File: src/rtl/nanorv32_periph_bridge_pkg.sv
// nanorv32_periph_bridge_pkg: shared constants, FSM state encoding and the
// peripheral-window decode helper used by the data-side bridge.
package nanorv32_periph_bridge_pkg;

  // Peripheral bridge transfer phases
  typedef enum logic [1:0] {
    PB_IDLE   = 2'd0,
    PB_SETUP  = 2'd1,
    PB_ACCESS = 2'd2
  } pb_state_e;

  localparam logic [31:0] PB_DEFAULT_PERIPH_BASE = 32'h0001_0000;
  localparam logic [31:0] PB_DEFAULT_PERIPH_MASK = 32'hFFFF_0000;

  // True when the address falls inside the peripheral window
  function automatic logic pb_addr_hit(input logic [31:0] addr,
                                       input logic [31:0] base,
                                       input logic [31:0] mask);
    return ((addr & mask) == base);
  endfunction

endpackage

File: src/rtl/nanorv32_periph_bridge_addr_decode.sv
// nanorv32_addr_decode: combinational peripheral-window decode and TCM request
// gating. TCM requests are only forwarded while the bridge FSM is idle.
module nanorv32_addr_decode
  import nanorv32_periph_bridge_pkg::*;
#(
  parameter logic [31:0] PERIPH_BASE = PB_DEFAULT_PERIPH_BASE,
  parameter logic [31:0] PERIPH_MASK = PB_DEFAULT_PERIPH_MASK
) (
  input  logic [31:0] i_addr,
  input  logic        i_req,
  input  logic        i_idle,
  output logic        o_hit,
  output logic        o_tcm_req
);

  logic w_hit;

  // Decode the window and gate the TCM-path request
  always_comb begin
    w_hit     = pb_addr_hit(i_addr, PERIPH_BASE, PERIPH_MASK);
    o_hit     = w_hit;
    o_tcm_req = i_req & ~w_hit & i_idle;
  end

endmodule

File: src/rtl/nanorv32_periph_bridge.sv
// nanorv32_periph_bridge: data-side address decoder and APB-style peripheral
// bridge. TCM-window accesses pass straight to the arbitrer; peripheral-window
// accesses run a SETUP/ACCESS transfer with wait states.
// Optional feature macro: NANORV32_PERIPH_TIMEOUT_EN (ACCESS wait timeout).
module nanorv32_periph_bridge
  import nanorv32_periph_bridge_pkg::*;
#(
  parameter logic [31:0] PERIPH_BASE = PB_DEFAULT_PERIPH_BASE,
  parameter logic [31:0] PERIPH_MASK = PB_DEFAULT_PERIPH_MASK,
  parameter int          PADDR_W     = 12
`ifdef NANORV32_PERIPH_TIMEOUT_EN
  ,
  parameter int          TIMEOUT     = 255
`endif
) (
  input  logic               clk,
  input  logic               rst_n,
  input  logic [31:0]        cpu_dataif_addr,
  input  logic [31:0]        cpu_dataif_wdata,
  input  logic [3:0]         cpu_dataif_bytesel,
  input  logic               cpu_dataif_req,
  output logic [31:0]        dataif_cpu_rdata,
  output logic               dataif_cpu_early_ready,
  output logic               dataif_cpu_ready_r,
  output logic [31:0]        brg_dataif_addr,
  output logic [31:0]        brg_dataif_wdata,
  output logic [3:0]         brg_dataif_bytesel,
  output logic               brg_dataif_req,
  input  logic [31:0]        arb_dataif_rdata,
  input  logic               arb_dataif_early_ready,
  input  logic               arb_dataif_ready_r,
  output logic               psel,
  output logic               penable,
  output logic               pwrite,
  output logic [PADDR_W-1:0] paddr,
  output logic [31:0]        pwdata,
  output logic [3:0]         pstrb,
  input  logic [31:0]        prdata,
  input  logic               pready,
  input  logic               pslverr,
  output logic               periph_err
);

  pb_state_e          r_state;
  logic               r_psel;
  logic               r_penable;
  logic               r_pwrite;
  logic [PADDR_W-1:0] r_paddr;
  logic [31:0]        r_pwdata;
  logic [3:0]         r_pstrb;
  logic [31:0]        r_rdata;
  logic               r_ready;
  logic               r_err;
  logic               r_sel_periph;

  logic               w_hit;
  logic               w_idle;
  logic               w_timeout;
  logic               w_done;
  logic               w_fail;
  logic               w_sel_periph;

  assign w_idle = (r_state == PB_IDLE);

  nanorv32_addr_decode #(
    .PERIPH_BASE (PERIPH_BASE),
    .PERIPH_MASK (PERIPH_MASK)
  ) u_decode (
    .i_addr    (cpu_dataif_addr),
    .i_req     (cpu_dataif_req),
    .i_idle    (w_idle),
    .o_hit     (w_hit),
    .o_tcm_req (brg_dataif_req)
  );

  assign brg_dataif_addr    = cpu_dataif_addr;
  assign brg_dataif_wdata   = cpu_dataif_wdata;
  assign brg_dataif_bytesel = cpu_dataif_bytesel;

`ifdef NANORV32_PERIPH_TIMEOUT_EN
  // The cycle on which the counter already holds TIMEOUT-1 is the final allowed wait
  localparam logic [7:0] TO_LAST = 8'(TIMEOUT - 1);
  logic [7:0] r_wait_cnt;

  assign w_timeout = (r_state == PB_ACCESS) & ~pready & (r_wait_cnt == TO_LAST);

  // Count ACCESS wait cycles; cleared when a transfer is accepted into SETUP
  always_ff @(posedge clk or negedge rst_n) begin
    if (!rst_n) begin
      r_wait_cnt <= 8'd0;
    end else if (w_idle && cpu_dataif_req && w_hit) begin
      r_wait_cnt <= 8'd0;
    end else if ((r_state == PB_ACCESS) && !pready && !w_timeout) begin
      r_wait_cnt <= r_wait_cnt + 8'd1;
    end
  end
`else
  assign w_timeout = 1'b0;
`endif

  // Completion and error qualifiers of the ACCESS phase
  always_comb begin
    w_done = (r_state == PB_ACCESS) & (pready | w_timeout);
    w_fail = (r_state == PB_ACCESS) & ((pready & pslverr) | w_timeout);
  end

  // Bridge FSM with registered peripheral bus signals and CPU completion
  always_ff @(posedge clk or negedge rst_n) begin
    if (!rst_n) begin
      r_state      <= PB_IDLE;
      r_psel       <= 1'b0;
      r_penable    <= 1'b0;
      r_pwrite     <= 1'b0;
      r_paddr      <= '0;
      r_pwdata     <= 32'h0;
      r_pstrb      <= 4'h0;
      r_rdata      <= 32'h0;
      r_ready      <= 1'b0;
      r_err        <= 1'b0;
      r_sel_periph <= 1'b0;
    end else begin
      r_ready <= 1'b0;
      // A TCM completion returns the read mux to the arbitrer path
      if (arb_dataif_ready_r) begin
        r_sel_periph <= 1'b0;
      end
      case (r_state)
        PB_IDLE: begin
          if (cpu_dataif_req && w_hit) begin
            r_paddr  <= cpu_dataif_addr[PADDR_W-1:0];
            r_pwdata <= cpu_dataif_wdata;
            r_pstrb  <= cpu_dataif_bytesel;
            r_pwrite <= |cpu_dataif_bytesel;
            r_psel   <= 1'b1;
            r_state  <= PB_SETUP;
          end
        end
        PB_SETUP: begin
          r_penable <= 1'b1;
          r_state   <= PB_ACCESS;
        end
        PB_ACCESS: begin
          if (w_done) begin
            r_psel       <= 1'b0;
            r_penable    <= 1'b0;
            r_ready      <= 1'b1;
            r_sel_periph <= 1'b1;
            r_rdata      <= (r_pwrite || w_fail) ? 32'h0 : prdata;
            r_state      <= PB_IDLE;
            if (w_fail) begin
              r_err <= 1'b1;
            end
          end
        end
        default: begin
          r_psel    <= 1'b0;
          r_penable <= 1'b0;
          r_state   <= PB_IDLE;
        end
      endcase
    end
  end

  // Arbitrer data wins on the cycle its ready_r arrives, before the flag clears
  assign w_sel_periph = r_sel_periph & ~arb_dataif_ready_r;

  assign dataif_cpu_rdata       = w_sel_periph ? r_rdata : arb_dataif_rdata;
  assign dataif_cpu_early_ready = arb_dataif_early_ready | w_done;
  assign dataif_cpu_ready_r     = arb_dataif_ready_r | r_ready;

  assign psel       = r_psel;
  assign penable    = r_penable;
  assign pwrite     = r_pwrite;
  assign paddr      = r_paddr;
  assign pwdata     = r_pwdata;
  assign pstrb      = r_pstrb;
  assign periph_err = r_err;

endmodule

File: config.mk
export PLATFORM = sky130hd
export DESIGN_NAME = nanorv32_periph_bridge
export DESIGN_NICKNAME = d
export VERILOG_FILES = /design/src/rtl/nanorv32_periph_bridge_pkg.sv /design/src/rtl/nanorv32_periph_bridge_addr_decode.sv /design/src/rtl/nanorv32_periph_bridge.sv
export SDC_FILE = /design/constraint.sdc
export NUM_CORES = 1
export LEC_CHECK = 0
export ABC_AREA = 0
export BUFFER_PORTS_ARGS = -buffer_cell sky130_fd_sc_hd__buf_4
export CAP_MARGIN = 10
export CORE_AREA = 3 3 112 114
export CTS_CLUSTER_SIZE = 25
export DETAILED_ROUTE_END_ITERATION = 10
export DIE_AREA = 0 0 115 117
export PLACE_DENSITY = 0.71
export SETUP_SLACK_MARGIN = 0.05
export SYNTH_ARGS = -nofsm -noshare
export SYNTH_HDL_FRONTEND = slang
export SYNTH_SLANG_ARGS = --single-unit
File: constraint.sdc
create_clock -name clk -period 1.6 [get_ports clk]
set_input_delay 0.24 -clock clk [delete_from_list [all_inputs] [get_ports clk]]
set_output_delay 0.24 -clock clk [all_outputs]
set_load 0.02 [all_outputs]
==> summary.md <==
| Metric | Value |
|---|---|
| Floorplan Core Area | about 12000 µm² |
| Hold Path Class | in -> reg |
| Max-capacitance violation count | 0 |
| Static leakage | between 3 and 4 nW |
| Final WS setup | -0.2268 ns |
| Total number of yosys warnings | 0 |
| Core Rows | 39 |
| Maximum clock insertion buffer count | 2 |
| Peak Freq | ~0.55 GHz |
| Design area | between 7000 and 8000 µm² |
| Biggest area consumer among synthesized cells | sky130_fd_sc_hd__dfrtp_1 |
| Vias per cell | 4.769 |
| Switch share | between 20 and 25% |
| FF+latch area | 2203 µm² |
| Clock root cell | sky130_fd_sc_hd__clkbuf_16 |
| Initial standard-cell utilization of the core | between 30% and 40% |
| Drc violations | 0 |
| GRT Total Usage | 16.02% |
| Final worst path period share | 114.2% |
| Average detailed-routed wire length per instance | 19.62 µm |
| Synthesized area per cell | ~14 µm² |
| Cell area after placement | between 6000 and 7000 µm² |
| Total of endpoints with negative setup slack in the final report | 80 |
| Slowest library cell on the worst path | sky130_fd_sc_hd__dfrtp_1 |
| Number of port buffers | between 200 and 300 |
| Total of flip-flops plus latches after synthesis | between 80 and 90 |
| Clock Pin Slew Worst Setup and Hold Paths | around 0.070 ns |
| Synth Flop Type | sky130_fd_sc_hd__dfrtp_1 |
| Global placer's final weighted congestion | about 0.79 |
| Area of the multi-input gates | about 1700 µm² |
| Net count of the mapped netlist | between 400 and 500 |
| Wire length of the first global-routing pass | 16960 µm |
| Dominant cell type by count on the critical path | sky130_fd_sc_hd__buf_12 |
| Post-DP HPWL | a little over 9000 µm |
| Number of global-route vias before repair | roughly 3400 |
| Total I/O pin count | 294 |
| Number of sinks driven by the clock tree | approximately 90 |
| Worst-skew pair later-pin latency | 0.33 ns |
| Part of the Yosys area used for sequential elements | a little over half |
| Maximum cell stage delay along the critical path | roughly 0.34 ns |
| Maximum number of pins on one net before global-route repair | 48 |
| Post-synthesis async set-or-reset flop share | 100.0% |
| PwrDens | between 700 and 800 nW/µm² |
| Crit-path leading delay family | buffers and inverters |
| Detailed-route via count | 3400 |
| Number of hold violations in the final report | 0 |
| Number of search-and-repair iterations in the first detailed-routing pass | 4 |
| Unique masters post-synth | 25 |
| Number of clock buffers inserted by TritonCTS | 9 |
| Layout Nets | 704 |
| Fill count | 900 |
| Kind of critical path | reg -> out |
| Total global routing overflow | 0 |
| Sequential share of power | between 40% and 50% |
| Area growth from synthesis to layout | 74.78% |
| Proportion of layout cells with a drive suffix above 1 | 76.14% |
| Maximum fanout along the worst path | 8 |
| Most used standard cells in the synthesized netlist | sky130_fd_sc_hd__dfrtp_1, sky130_fd_sc_hd__mux2_2, sky130_fd_sc_hd__buf_4 |
| Clock power share | 40.7% |
| Startpoint type of the worst setup path | flop |
| Width of the die | approximately 120 µm |
| Worst-margin pin slew | roughly 0.44 ns |
| Combinational share of power | about 16% |
| Total buffers and inverters traversed by the critical path | 3 |
| Total length of routed wires | roughly 14000 µm |
| Period minus WS final | 1.827 ns |
| Worst EP arrival | around 1.6 ns |
| Violations in the final reports | setup timing |
| RSZ-0062 raised after global routing | yes |
| Instance count of the mapped netlist | about 310 |
| Syn Std Cell Area | ~4200 µm² |
| Number of enable flip-flop cells after synthesis | 0 |
| Fin Setup TNS | -8.084 ns |
| Worst reg-to-reg setup slack | -0.06 ns |
| Data required time at the worst endpoint | 1.36 ns |
| Area enclosed by the die boundary | roughly 13000 µm² |
| Yosys top cell area share | around 53% |
| Ant. Diodes | 0 |
| Status | finished with violations |
| TritonCTS clock tree | done |
| Cell breakdown of the critical path | nor2b_4 -> buf_12 -> buf_12 -> mux2_2 -> buf_6 |
| Die height | between 100 and 150 µm |
| Max Clock Skew | 0.007921 ns |
| Total number of H-tree levels | 3 |
| Maximum vdd ir drop | roughly 0.00043 V |
| Internal power | approximately 4 mW |
| Starting DRT DRC Count | between 100 and 150 |
| Max-slew violations | 0 |
| Top cells by area in the synthesized netlist | sky130_fd_sc_hd__dfrtp_1, sky130_fd_sc_hd__mux2_2, sky130_fd_sc_hd__buf_4 |
| Relative max-transition margin | a little under three quarters |
| Switching component of the power | ~1.3 mW |
| Minimum setup slack after placement | -0.2818 ns |
| Kind of end point of the critical path | output port |
| Antenna violations before repair | 0 |
| Number of antenna-violating nets in the routed design | 0 |
| Cell with the most instances after synthesis | sky130_fd_sc_hd__dfrtp_1 |
## power by group through the flow
stage               Clock (mW)  Combinational, mW  Sequential, mW
finish                    2.10              0.838            2.22
global route              2.25              0.889            2.22
CTS                       2.16              0.779            2.22
detailed placement           0              0.773            2.27
global placement             0              0.764            2.27
floorplan                    0              0.359            2.27
## timing repair
action / in CTS / in global routing
pin swaps: 0 / 14
setup endpoints to repair: 34 / 88
hold buffers: 1 / 0
cloned: 0 / 13
resized for setup: 6 / 126
buffers inserted: 0 / 19
hold endpoints to repair: 31 / 0
## final timing paths
kind	start	end	cells past startpoint
max	r_sel_periph	dataif_cpu_rdata[3]	5
min reg2reg	periph_err	periph_err	1
max in group asynchronous	rst_n	r_state[0]	3
min in group asynchronous	rst_n	r_rdata[2]	2
max reg2reg	r_state[1]	pwdata[17]	8
min	prdata[12]	r_rdata[12]	2
## cells by family after synthesis
family          Yosys count  share of synthesized area [%]
buf+inv                  85                          14.86
simple gates             18                          2.966
compound gates           36                          7.370
flops                    88                          52.73
mux                      82                          22.08
## cells in the final DEF, fill, tap and decap left out, types with 2 or more instances in the layout
cell,synthesis,routed
sky130_fd_sc_hd__buf_4,68,267
sky130_fd_sc_hd__dfrtp_1,88,87
sky130_fd_sc_hd__mux2_4,0,78
sky130_fd_sc_hd__buf_6,5,40
sky130_fd_sc_hd__a22o_1,32,32
sky130_fd_sc_hd__clkbuf_16,0,19
sky130_fd_sc_hd__buf_12,0,11
sky130_fd_sc_hd__mux2_2,77,3
sky130_fd_sc_hd__nor2_4,1,2
sky130_fd_sc_hd__nor4_1,3,2
sky130_fd_sc_hd__nand2b_1,3,2
sky130_fd_sc_hd__a21o_1,2,2
sky130_fd_sc_hd__clkinv_4,0,2
## registers in the layout, indices dropped and copies added (netlist names)
register / count
r_ready: 1
paddr: 12
pwdata: 32
r_state: 2
pwrite: 1
periph_err: 1
psel: 1
pstrb: 4
r_rdata: 32
penable: 1
r_sel_periph: 1
## final cells by class
cell class                      count  share of cell area [%]
Clock buffer                       10                   3.137
Clock inverter                      6                  0.9427
Inverter                            1                 0.05142
Multi-Input combinational cell    136                   23.02
Sequential cell                    88                   30.19
Tap cell                          143                   2.451
Timing Repair Buffer              329                   40.21
## metal layers
metal / vias up / GRT usage, % / part of all wire, %
met5: - / 0 / 0
met4: 0 / 5.321 / 1.5
met3: 17 / 3.599 / 6.2
met2: 167 / 28.82 / 52
met1: 1673 / 18.98 / 40
li1: 1543 / - / -
## through the flow
| stage | power [mW] | std cells | hold slack (ns) | utilization [%] |
|---|---|---|---|---|
| after CTS | 5.160 | 682 | 0.1127 | 55.29 |
| after detailed placement | 3.041 | 665 | 0.2144 | 52.39 |
| after global routing | 5.363 | 713 | 0.1099 | 63.39 |
| final | 5.161 | 713 | 0.1224 | 63.39 |
| after floorplan | 2.628 | 309 | -0.05559 | - |
| after global placement | 3.031 | 665 | 0.2010 | 52.39 |
Note: power is estimated with default switching activity, not from simulation.
